File: config.mk
export PLATFORM = sky130hd
export DESIGN_NAME = i2s_rx
export DESIGN_NICKNAME = d
export VERILOG_FILES = /design/src/rtl/i2s_rx.sv
export SDC_FILE = /design/constraint.sdc
export NUM_CORES = 1
export LEC_CHECK = 0
export BUFFER_PORTS_ARGS = -buffer_cell sky130_fd_sc_hd__clkbuf_2
export CORE_MARGIN = 1.5
export CORE_UTILIZATION = 51
export CTS_CLUSTER_SIZE = 8
export DETAILED_ROUTE_END_ITERATION = 10
export GPL_TIMING_DRIVEN = 0
export MAX_ROUTING_LAYER = met4
export PLACE_DENSITY_LB_ADDON = 0.25
export SYNTH_ARGS = -nofsm -noshare
export SYNTH_HDL_FRONTEND = slang
export SYNTH_SLANG_ARGS = --single-unit
File: constraint.sdc
create_clock -name clk -period 3.8 [get_ports clk]
set_clock_uncertainty 0.15 [all_clocks]
set_input_delay 0.57 -clock clk [delete_from_list [all_inputs] [get_ports clk]]
set_output_delay 0.57 -clock clk [all_outputs]
set_load 0.02 [all_outputs]
File: src/rtl/i2s_rx.sv
// Master-mode I2S receiver. Generates MCLK/SCK/LRCK from the 100 MHz system
// clock with one free-running 11-bit counter, deserialises sdin MSB-first and
// presents one stereo pair per 2048-clk frame on a valid/ready output.
//
// Output handshake: out_valid rises when a completed frame loads left/right.
// The pair is consumed on a clk edge where out_valid && out_ready, after which
// out_valid drops unless a new frame completes on that same edge. out_ready
// with out_valid low does nothing. A frame completing while a pair is still
// pending and not being accepted overwrites it and sets the sticky overrun.
module i2s_rx #(
   parameter int WIDTH       = 24,
   parameter int SKIP_FRAMES = 2
) (
   input  logic             clk,
   input  logic             rst,
   input  logic             sdin,
   output logic             mclk,
   output logic             sck,
   output logic             lrck,
   output logic [WIDTH-1:0] left,
   output logic [WIDTH-1:0] right,
   output logic             out_valid,
   input  logic             out_ready,
   output logic             overrun
);

   localparam logic [4:0] LAST_SLOT = 5'(WIDTH);
   localparam logic [3:0] SKIP_INIT = 4'(SKIP_FRAMES);

   logic [10:0]      cnt;
   logic             sdin_q;
   logic [WIDTH-1:0] shift;
   logic [WIDTH-1:0] shift_next;
   logic [WIDTH-1:0] hold;
   logic [3:0]       skip;

   logic       strobe;
   logic [4:0] slot;
   logic       ch;
   logic       data_slot;
   logic       last_slot;
   logic       left_done;
   logic       frame_done;

   // Audio clocks are taken straight from counter flops, so they never glitch.
   assign mclk = cnt[1];
   assign sck  = cnt[4];
   assign lrck = cnt[10];

   // First clk with SCK high; sdin_q then holds the bit seen at the SCK rise.
   assign strobe     = (cnt[4:0] == 5'd16);
   assign slot       = cnt[9:5];
   assign ch         = cnt[10];
   assign data_slot  = strobe && (slot != 5'd0) && (slot <= LAST_SLOT);
   assign last_slot  = strobe && (slot == LAST_SLOT);
   assign left_done  = last_slot && !ch;
   assign frame_done = last_slot && ch;

   // Shift register contents including the bit being captured this cycle,
   // so the LSB can be forwarded to hold/output on the capture edge itself.
   assign shift_next = WIDTH'({shift, sdin_q});

   // Free-running frame counter and the sdin input register.
   always_ff @(posedge clk or posedge rst) begin
      if (rst) begin
         cnt    <= '0;
         sdin_q <= 1'b0;
      end else begin
         cnt    <= cnt + 11'd1;
         sdin_q <= sdin;
      end
   end

   // Deserialise data slots; latch the finished left word until the right word ends.
   always_ff @(posedge clk or posedge rst) begin
      if (rst) begin
         shift <= '0;
         hold  <= '0;
      end else begin
         if (data_slot) begin
            shift <= shift_next;
         end
         if (left_done) begin
            hold <= shift_next;
         end
      end
   end

   // Frame completion, startup frame skipping, output handshake and overrun.
   always_ff @(posedge clk or posedge rst) begin
      if (rst) begin
         skip      <= SKIP_INIT;
         left      <= '0;
         right     <= '0;
         out_valid <= 1'b0;
         overrun   <= 1'b0;
      end else if (frame_done && (skip != 4'd0)) begin
         skip <= skip - 4'd1;
         if (out_valid && out_ready) begin
            out_valid <= 1'b0;
         end
      end else if (frame_done) begin
         left      <= hold;
         right     <= shift_next;
         out_valid <= 1'b1;
         if (out_valid && !out_ready) begin
            overrun <= 1'b1;
         end
      end else if (out_valid && out_ready) begin
         out_valid <= 1'b0;
      end
   end

endmodule

Word-level counts from Yosys, hierarchy flattened
Index checks and enable logic that the tools add are counted.
{"block": "totals", "register_bits": 113, "input_bits": 4}
{"block": "classes", "n_addsub": 2, "magnitude_cmp": 1, "eq_ne": 2, "mux": 3, "bitwise_logic": 1, "n_reduce_logical": 14}
{"operator": "$add 11x1->11 const B", "n": 1}
{"operator": "$eq 5x5->1 const B", "n": 2}
{"operator": "$logic_and 1x1->1", "n": 8}
{"operator": "$le 5x5->1 const B", "n": 1}
{"operator": "$reduce_bool 5->1", "n": 1}
{"operator": "$reduce_bool 4->1", "n": 1}
{"operator": "$sub 4x1->4 const B", "n": 1}
{"operator": "$mux 1", "n": 3}
{"operator": "$reduce_and 3->1", "n": 1}
{"operator": "$logic_not 1->1", "n": 2}
{"operator": "$reduce_and 2->1", "n": 1}
{"operator": "$not 1->1", "n": 1}

Depth between registers and ports, before layout
Gate-level depths: netlist (run 1).
{"block": "depth", "depth_word": 6, "mapped_depth": 8, "depth_no_buf": 6}

Worst setup path before layout (run 1)
No wires, ideal clock.
{"block": "synth_timing", "path_type": "flip-flop to flip-flop", "from": "register cnt[1]", "to": "register right[0]", "setup_time_ns": 0.125, "arrival_time_ns": 1.831, "slack_ns": 1.694, "path_stages_with_launch": 9, "path_buffers": 2, "period_less_slack_ns": 2.106, "cell_sequence": "dfrtp_1 -> inv_1 -> ha_1 -> and4bb_2 -> and4_1 -> nand2_1 -> buf_6 -> buf_6 -> mux2_4"}
{"block": "synth_via", "elab_chain_len": 6}
{"element": "start: declaration", "line": "30", "rtl": "logic [10:0] cnt;"}
{"element": "start signal: assignment", "line": "69", "rtl": "cnt <= cnt + 11'd1;"}
{"element": "$eq 5x5->1 *", "line": "51", "rtl": "assign strobe = (cnt[4:0] == 5'd16);"}
{"element": "$logic_and 1x1->1 *", "line": "55", "rtl": "assign last_slot = strobe && (slot == LAST_SLOT);"}
{"element": "$logic_and 1x1->1 *", "line": "57", "rtl": "assign frame_done = last_slot && ch;"}
{"element": "$logic_and 1x1->1", "line": "97", "rtl": "end else if (frame_done && (skip != 4'd0)) begin"}
{"element": "$not 1->1 (no line)"}
{"element": "$reduce_and 2->1 (no line) *"}
{"element": "end signal: assignment", "line": "104", "rtl": "right <= shift_next;"}
{"element": "end: declaration", "line": "21", "rtl": "output logic [WIDTH-1:0] right,"}
Every way passes the cells marked *; elsewhere a longest branch is shown, timed or not.
A chain may end at the register's enable or synchronous reset.

Worst setup path after layout (run 1)
{"block": "layout_timing", "from": "register skip[0]", "to": "register right[8]"}
{"block": "layout_via", "elab_chain_len": 4}
{"element": "start: declaration", "line": "35", "rtl": "logic [3:0] skip;"}
{"element": "start signal: assignment", "line": "98", "rtl": "skip <= skip - 4'd1;"}
{"element": "$reduce_bool 4->1", "line": "97"}
{"element": "$logic_and 1x1->1", "line": "97"}
{"element": "$not 1->1 (no line)"}
{"element": "$reduce_and 2->1 (no line)"}
No other way between the ends.

==> impl_metrics.env, run 1 <==
export IMPL_ys_seq_area_frac=0.6501
export IMPL_vias=2396
export IMPL_slew_headroom=0.4976
export IMPL_finalMaxSlewViolations=0
export IMPL_finalCritPeriodShare=0.5821
export IMPL_grt_total_usage=0.1977
export IMPL_insertion_delay_ns=0.51
export IMPL_hold_violations=0
export IMPL_status="complete, no violations"
export IMPL_rows=33
export IMPL_grt_pass1_wl_um=12790
export IMPL_yosys_warnings=0
export IMPL_slowest_stage="nor3b_1"
export IMPL_fillers=635
export IMPL_synth_top_family_by_area="multiplexers"
export IMPL_wl_per_cell_um=16.27
export IMPL_cts_hold_buffers=1
export IMPL_crit_start="skip[0]"
export IMPL_crit_path_frequent_cell="buf_6"
export IMPL_initial_core_util=0.5270
export IMPL_cts_max_path_buffers=2
export IMPL_yosysTopAreaCell="dfrtp_1"
export IMPL_power_mw=2.905
export IMPL_final_core_util=0.6571
export IMPL_vias_per_cell=5.164
export IMPL_setup_violations=0
export IMPL_cts_sinks=113
export IMPL_criticalPathCategory="flop to flop"
export IMPL_fp_dieW_um=95.37
export IMPL_ir_drop_v=0.0003272
export IMPL_die_area_um2=9095
export IMPL_coreArea_um2=8258
export IMPL_place_area_um2=4793
export IMPL_place_congestion=0.6677
export IMPL_synth_area_per_cell_um2=16.18
export IMPL_syn_num_nets=276
export IMPL_yosysTopAreaCellShare=0.6440
export IMPL_tns_ns=0
export IMPL_cp_end_kind="flop"
export IMPL_ys_ff_latch=113
export IMPL_reg2reg_from="skip[0]"
export IMPL_antenna_found_initial=0
export IMPL_drc=0
export IMPL_numCtsBuffers=17
export IMPL_period_minus_slack_ns=2.212
export IMPL_whs_ns=0.05373
export IMPL_final_antenna_net_count=0
export IMPL_path_cells="inv_1 > ha_1 > nor3b_1 > nand2_1 > buf_6 > buf_6 > mux2_4"
export IMPL_dr_pass1_iters=4
export IMPL_cts_tree="built"
export IMPL_synthTopCellsByArea="dfrtp_1, mux2_2, mux2_4, xnor2_1, ha_1"
export IMPL_synth_compound_area_share=0.003450
export IMPL_p_per_area_nw_per_um2=535.4
export IMPL_syn_area_um2=4352
export IMPL_hp_class="input port to async pin"
export IMPL_nNetsFinal=353
export IMPL_grt_start_max_net_pins=61
export IMPL_portBuffers=56
export IMPL_diodes=0
export IMPL_cts_root_buf="clkbuf_8"
export IMPL_drive_above_1_share=0.5460
export IMPL_dp_hpwl_um=4781
export IMPL_fmax_ghz=0.4521
export IMPL_cp_required_ns=4.03
export IMPL_cts_clk_slew_worst_paths_ns=0.05
export IMPL_worst_pin_slew_ns=0.7536
export IMPL_routed_wl_um=7548
export IMPL_cp_max_fo=10
export IMPL_postCtsSetupBuffers=0
export IMPL_io_pins=57
export IMPL_ctsResizeCount=0
export IMPL_final_cell_area_um2=5426
export IMPL_fp_dieH_um=95.37
export IMPL_synth_distinct_cells=26
export IMPL_drtIter0Drc=80
export IMPL_cpPeakStageDelay_ns=0.41
export IMPL_synth_xor_xnor_area_share=0.02214
export IMPL_area_delta_synth_final_pct=24.70
export IMPL_rsz0062_at_grt="false"
export IMPL_synthAdderAreaFrac=0.008626
export IMPL_syn_inst=269
export IMPL_maxCapViolCount=0
export IMPL_grt_pass1_vias=2529
export IMPL_p_leak_nw=2.910
export IMPL_muxShareOfSynthArea=0.2608
export IMPL_yosys_area_share_simple=0.03565
export IMPL_arrival_ns=2.45
export IMPL_cp_start_kind="flop"
export IMPL_htreeDepth=4
export IMPL_grt_overflow_total=0
-- per-layer routing --
metal | routed length [µm] | global-route usage | vias to the layer above | part of all wire
met5 | 0 | - | - | 0
met4 | 121 | 0.09559 | 0 | 0.016
met3 | 352 | 0.05742 | 16 | 0.047
met2 | 3596 | 0.2896 | 50 | 0.48
met1 | 3478 | 0.2531 | 1232 | 0.46
li1 | - | - | 1098 | -
-- flip-flops by register name, summed over array words and instances, names as in the netlist --
name / flops
out_valid: 1
sdin_q: 1
hold: 24
left: 24
shift: 23
cnt: 11
overrun: 1
right: 24
skip: 4
-- cells in the mapped netlist --
master    instances
o21ai_0           1
mux2_2           87
inv_1             7
mux2_4            9
and4bb_2          1
mux2i_1           2
nand2_1           7
buf_2             7
ha_1              3
and2_0            1
nor2_1            2
and3_1            2
and4_1            2
nor2b_1           2
dfstp_2           1
a41o_1            1
nand4_1           2
xor2_1            1
nor3b_1           1
buf_6             2
nand4b_1          1
nor4_1            1
xnor2_1          10
nand3_1           3
nor3_2            1
dfrtp_1         112
-- placed cells by master (no fill, tap or decap), types with 6 or more instances in the layout --
master     count
nand2_1        7
mux2_2        87
clkinv_2       6
buf_2          7
mux2_4         9
clkbuf_2      56
inv_1          6
xnor2_1       10
clkbuf_16     16
dfrtp_1      112
-- power by group --
group	internal, mW	switching, mW	leakage, nW	total [mW]
registers	1.21	0.000921	1.56	1.21
logic	0.00546	0.0237	1.04	0.0292
clock network	1.14	0.530	0.308	1.67
total	2.35	0.555	2.91	2.91
-- cell families after synthesis --
logic type,count (synthesis)
buf+inv,16
flops,113
compound gates,2
mux,98
simple gates,26
xor+xnor,11
fa+ha+maj,3
-- layout make-up --
class	count	area, µm²	area share
flip-flops and latches	113	2829	0.5213
multi-input cells	140	1439	0.2652
clock buffers	20	435.4	0.08024
repair buffers	58	317.8	0.05857
clock inverters	12	187.7	0.03459
well taps	105	131.4	0.02421
plain buffers	9	57.56	0.01061
inverters	7	28.78	0.005303
-- critical path: cells and delay by family (launching register included) --
kind / cells / cell delay, ns
and+or+nand+nor: 2 / 0.62
DFF: 1 / 0.37
adders and majority gates: 1 / 0.16
muxes: 1 / 0.31
buffers and inverters: 3 / 0.48
-- worst paths after layout --
check / end / slack (ns) / depth (start not counted)
setup / recovery: right[8] / 1.59 / 7
hold / removal: hold[3] / 0.05 / 2
setup reg to reg: right[8] / 1.59 / 7
hold reg to reg: cnt[0] / 0.31 / 1
max in group asynchronous: left[15] / 2.74 / 3
min in group clk: out_valid / 0.13 / 2
-- metrics by stage --
step           cells  setup slack (ns)
5_1_grt          464             1.477
4_1_cts          464             1.602
3_3_place_gp     430            -1.071
6_report         464             1.588
3_5_place_dp     431             1.620
2_1_floorplan    269           0.09430
No activity file was read; power rests on OpenSTA's default activity.
==> run 2: changes to the inputs <==
clock period = 2 ns   (was 3.8 ns; I/O delays follow)
==> impl_metrics.env, run 2 (same netlist as run 1, synthesis figures left out) <==
export IMPL_p_switching_mw=1.027
export IMPL_diodes=0
export IMPL_path_buf_inv=3
export IMPL_fp_dieH_um=95.37
export IMPL_drive_above_1_share=0.5782
export IMPL_final_cell_mix="dfrtp_1, mux2_2, clkbuf_2, clkbuf_16, buf_4"
export IMPL_status="finished with violations"
export IMPL_p_per_area_nw_per_um2=925.3
export IMPL_grt_pass1_wl_um=13180
export IMPL_path_cells="inv_2 > ha_4 > and4bb_2 > and4_1 > nand2_2 > buf_6 > clkbuf_16 > mux2_2"
export IMPL_portBuffers=56
export IMPL_maxCapViolCount=0
export IMPL_swShare=0.1960
export IMPL_cts_clk_slew_worst_paths_ns=0.06
export IMPL_drc=0
export IMPL_setup_violations=36
export IMPL_cts_sinks=113
export IMPL_criticalPathCategory="flop to flop"
export IMPL_cpPeakStageDelay_ns=0.39
export IMPL_finalCritPeriodShare=1.018
export IMPL_dr_pass1_iters=4
export IMPL_place_area_um2=4815
export IMPL_internal_power_mw=4.216
export IMPL_final_cell_area_um2=5667
export IMPL_cts_max_path_buffers=2
export IMPL_coreArea_um2=8258
export IMPL_power_frac_clock=0.551
export IMPL_cts_root_buf="clkbuf_8"
export IMPL_numCtsBuffers=17
export IMPL_tns_ns=-0.4330
export IMPL_arrival_ns=2.27
export IMPL_slew_headroom=0.3842
export IMPL_grt_total_usage=0.2011
export IMPL_final_antenna_net_count=0
export IMPL_vias_per_cell=5.178
export IMPL_cp_required_ns=2.23
export IMPL_rsz0062_at_grt="true"
export IMPL_finalMaxSlewViolations=0
export IMPL_cp_end_kind="flop"
export IMPL_multiInputGateArea_um2=1465
export IMPL_violations="negative setup slack"
export IMPL_worst_pin_slew_ns=0.9218
export IMPL_die_area_um2=9095
export IMPL_fillers=589
export IMPL_routed_wl_um=7948
export IMPL_wl_per_cell_um=16.49
export IMPL_dp_hpwl_um=4727
export IMPL_p_leak_nw=3.017
export IMPL_grt_start_max_net_pins=44
export IMPL_io_pins=57
export IMPL_hold_violations=0
export IMPL_power_mw=5.243
export IMPL_ir_drop_v=0.0006840
export IMPL_drtIter0Drc=80
export IMPL_grt_pass1_vias=2622
export IMPL_period_minus_slack_ns=2.036
export IMPL_area_delta_synth_final_pct=30.22
export IMPL_cp_start_kind="flop"
export IMPL_nNetsFinal=371
export IMPL_antenna_found_initial=0
export IMPL_setup_ws_ns=-0.03626
export IMPL_insertion_delay_ns=0.50
export IMPL_cts_tree="built"
export IMPL_regArea_um2=2830
export IMPL_initial_core_util=0.5270
export IMPL_slowest_stage="dfrtp_1"
export IMPL_final_common_cell="dfrtp_1"
export IMPL_rows=33
export IMPL_p_comb_frac=0.012
export IMPL_p_seq_frac=0.437
export IMPL_place_congestion=0.6719
export IMPL_fp_dieW_um=95.37
export IMPL_fmax_ghz=0.4911
export IMPL_crit_family="simple AND/OR/NAND/NOR gates"
export IMPL_hp_class="input port to flop"
export IMPL_reg_largest_list="hold x24, left x24, right x24"
export IMPL_htreeDepth=4
export IMPL_grt_overflow_total=0
export IMPL_vias=2496
export IMPL_cp_max_fo=5
run 2: final timing paths:
check	from	to	slack (ns)	depth (start not counted)
min in group asynchronous	rst	left[17]	0.38	3
worst max-delay path	cnt[0]	right[22]	-0.04	8
max in group asynchronous	rst	left[8]	0.61	4
worst max register to register	cnt[0]	right[22]	-0.04	8
worst min register to register	overrun	overrun	0.32	1
worst min-delay path	sdin	sdin_q	0.30	2
run 2: final cells by class:
cell class                      instances  share of cell area
Sequential cell                       113              0.4994
Clock buffer                           20             0.07684
Timing Repair Buffer                   76             0.08920
Tap cell                              105             0.02318
Clock inverter                         12             0.02473
Inverter                                7            0.005299
Multi-Input combinational cell        140              0.2586
Buffer                                  9             0.02274
run 2: stage by stage:
| stage | std cells | util | setup WS (ns) | hold WS (ns) |
|---|---|---|---|---|
| 2_1_floorplan | 269 | - | -0.006860 | 0.1814 |
| 3_3_place_gp | 430 | 0.5782 | -0.6446 | 0.2582 |
| 3_5_place_dp | 432 | 0.5830 | -0.2707 | 0.2619 |
| 4_1_cts | 478 | 0.6768 | -0.02461 | 0.2817 |
| 5_1_grt | 482 | 0.6862 | -0.1088 | 0.2995 |
| 6_report | 482 | 0.6862 | -0.03626 | 0.3021 |
run 2: repair_timing:
item,CTS,global route
hold buffers,3,0
endpoints found under the hold margin,43,0
buffers inserted,10,2
gates cloned,1,2
pin swaps,2,0
gates resized for setup,20,7
setup endpoints to repair,89,87
run 2: metal layers:
metal	routed length (µm)	track usage	up-vias
met1	3544	0.2473	1275
li1	-	-	1144
met5	0	-	-
met2	3972	0.3162	66
met4	96	0.08456	0
met3	334	0.05263	11
run 2: power by group through the flow:
| stage | Combinational [mW] | Sequential (mW) | Clock [mW] |
|---|---|---|---|
| 2_1_floorplan | 0.0350 | 2.33 | 0 |
| 3_3_place_gp | 0.0495 | 2.33 | 0 |
| 3_5_place_dp | 0.0605 | 2.33 | 0 |
| 4_1_cts | 0.0651 | 2.29 | 2.92 |
| 5_1_grt | 0.0731 | 2.29 | 3.06 |
| 6_report | 0.0619 | 2.29 | 2.89 |
run 2: worst register-to-register path: stages, from the launching register on:
cell	delay, ns
dfrtp_1	0.39
inv_2	0.09
ha_4	0.12
and4bb_2	0.27
and4_1	0.20
nand2_2	0.08
buf_6	0.17
clkbuf_16	0.16
mux2_2	0.28
==> run 3: changes to the inputs <==
PLACE_DENSITY = 0.73   (was not set)
PLACE_DENSITY_LB_ADDON = not set   (was 0.25)
==> impl_metrics.env, run 3 (same netlist as run 1, synthesis figures left out) <==
export IMPL_rsz0062_at_grt="true"
export IMPL_maxCapViolCount=0
export IMPL_fillers=567
export IMPL_hold_violations=0
export IMPL_cp_max_fo=5
export IMPL_hp_class="input port to async pin"
export IMPL_final_antenna_net_count=0
export IMPL_power_mw=5.364
export IMPL_cts_root_buf="clkbuf_8"
export IMPL_rows=33
export IMPL_die_area_um2=9095
export IMPL_drive_above_1_share=0.5916
export IMPL_vias=2515
export IMPL_htreeDepth=4
export IMPL_cp_required_ns=2.24
export IMPL_worst_pin_slew_ns=0.6013
export IMPL_reg2reg_from="cnt[1]"
export IMPL_finalMaxSlewViolations=0
export IMPL_nNetsFinal=376
export IMPL_ff2ff_setup_slack_ns=-0.05
export IMPL_cts_max_path_buffers=2
export IMPL_period_minus_slack_ns=2.052
export IMPL_portBuffers=56
export IMPL_cts_clk_slew_worst_paths_ns=0.06
export IMPL_dr_pass1_iters=6
export IMPL_insertion_delay_ns=0.51
export IMPL_fp_dieW_um=95.37
export IMPL_area_delta_synth_final_pct=34.01
export IMPL_fp_dieH_um=95.37
export IMPL_dp_hpwl_um=4810
export IMPL_cp_end_kind="flop"
export IMPL_arrival_ns=2.30
export IMPL_criticalPathCategory="flop to flop"
export IMPL_cts_sinks=113
export IMPL_io_pins=57
export IMPL_fmax_ghz=0.4873
export IMPL_finalCritPeriodShare=1.026
export IMPL_cts_tree="built"
export IMPL_wl_per_cell_um=16.92
export IMPL_p_per_area_nw_per_um2=919.8
export IMPL_grt_start_max_net_pins=38
export IMPL_diodes=0
export IMPL_antenna_found_initial=0
export IMPL_ir_drop_v=0.0006604
export IMPL_coreArea_um2=8258
export IMPL_instances_no_fill=487
export IMPL_place_congestion=0.7304
export IMPL_r2r_end="right[12]"
export IMPL_setup_ws_ns=-0.05227
export IMPL_drtIter0Drc=54
export IMPL_vias_per_cell=5.164
export IMPL_grt_pass1_wl_um=12800
export IMPL_place_inst=433
export IMPL_setup_violations=47
export IMPL_initial_core_util=0.5270
export IMPL_cp_start_kind="flop"
export IMPL_final_cell_mix="dfrtp_1, mux2_2, clkbuf_2, clkbuf_16, buf_4"
export IMPL_grt_overflow_total=0
export IMPL_reg_largest_list="hold x24, left x24, right x24"
export IMPL_drc=0
export IMPL_numCtsBuffers=17
export IMPL_final_common_cell="dfrtp_1"
export IMPL_r2r_cells=8
export IMPL_whs_ns=0.2565
export IMPL_grt_total_usage=0.2010
export IMPL_multiInputGateArea_um2=1481
export IMPL_slew_headroom=0.5983
export IMPL_routed_wl_um=8240
export IMPL_regArea_um2=2830
export IMPL_status="finished with violations"
export IMPL_p_leak_nw=3.094
export IMPL_grt_pass1_vias=2534
export IMPL_violations="negative setup slack"
[run 3: layout make-up]
class / count / share of cell area
Buffer: 9 / 0.02489
Clock buffer: 19 / 0.07573
Clock inverter: 13 / 0.02746
Inverter: 7 / 0.005149
Multi-Input combinational cell: 140 / 0.2540
Sequential cell: 113 / 0.4853
Tap cell: 105 / 0.02253
Timing Repair Buffer: 81 / 0.1049
[run 3: how the worst max path moves through the flow]
stage,slack (ns),startpoint,endpoint,cells after the start
3_3_place_gp,-0.66,rst,cnt[1],2
2_1_floorplan,-0.007,cnt[1],right[0],8
5_1_grt,-0.11,cnt[1],left[4],8
6_report,-0.05,cnt[1],right[12],8
3_5_place_dp,-0.19,skip[0],right[2],7
4_1_cts,-0.01,cnt[1],right[0],8
[run 3: worst max-delay path: stages, from the launching register on]
cell,delay (ns)
dfrtp_2,0.41
inv_2,0.08
ha_4,0.12
and4bb_2,0.27
and4_1,0.21
nand2_2,0.09
buf_6,0.17
clkbuf_16,0.16
mux2_2,0.26
[run 3: report_power, final]
part	leakage (nW)	switching (mW)	internal, mW
sequential	1.56	0.00195	2.29
combinational	1.26	0.0473	0.0207
clock	0.282	1.05	1.96
[run 3: metrics by stage]
| step | cell area, µm² | setup WS, ns | util | setup TNS, ns |
|---|---|---|---|---|
| final | 5832 | -0.05227 | 0.7062 | -1.691 |
| after global routing | 5832 | -0.1108 | 0.7062 | -5.698 |
| after CTS | 5642 | -0.009565 | 0.6832 | -0.04159 |
| after detailed placement | 4842 | -0.1949 | 0.5864 | -5.762 |
| after global placement | 4775 | -0.6582 | 0.5782 | -60.76 |
| after floorplan | 4363 | -0.006860 | - | -0.06174 |
[run 3: what timing repair did]
action / in CTS / in global routing
hold buffers: 3 / 0
setup buffers: 10 / 4
gates cloned: 1 / 4
pin swaps: 2 / 3
setup endpoints to repair: 82 / 92
endpoints found under the hold margin: 27 / 0
gates resized for setup: 19 / 21
[run 3: layer usage]
| metal | global-route usage | vias to the layer above | wire (µm) |
|---|---|---|---|
| li1 | - | 1146 | - |
| met1 | 0.2547 | 1305 | 3695 |
| met2 | 0.3014 | 55 | 4046 |
| met3 | 0.06619 | 9 | 382 |
| met4 | 0.07721 | 0 | 116 |
| met5 | - | - | 0 |
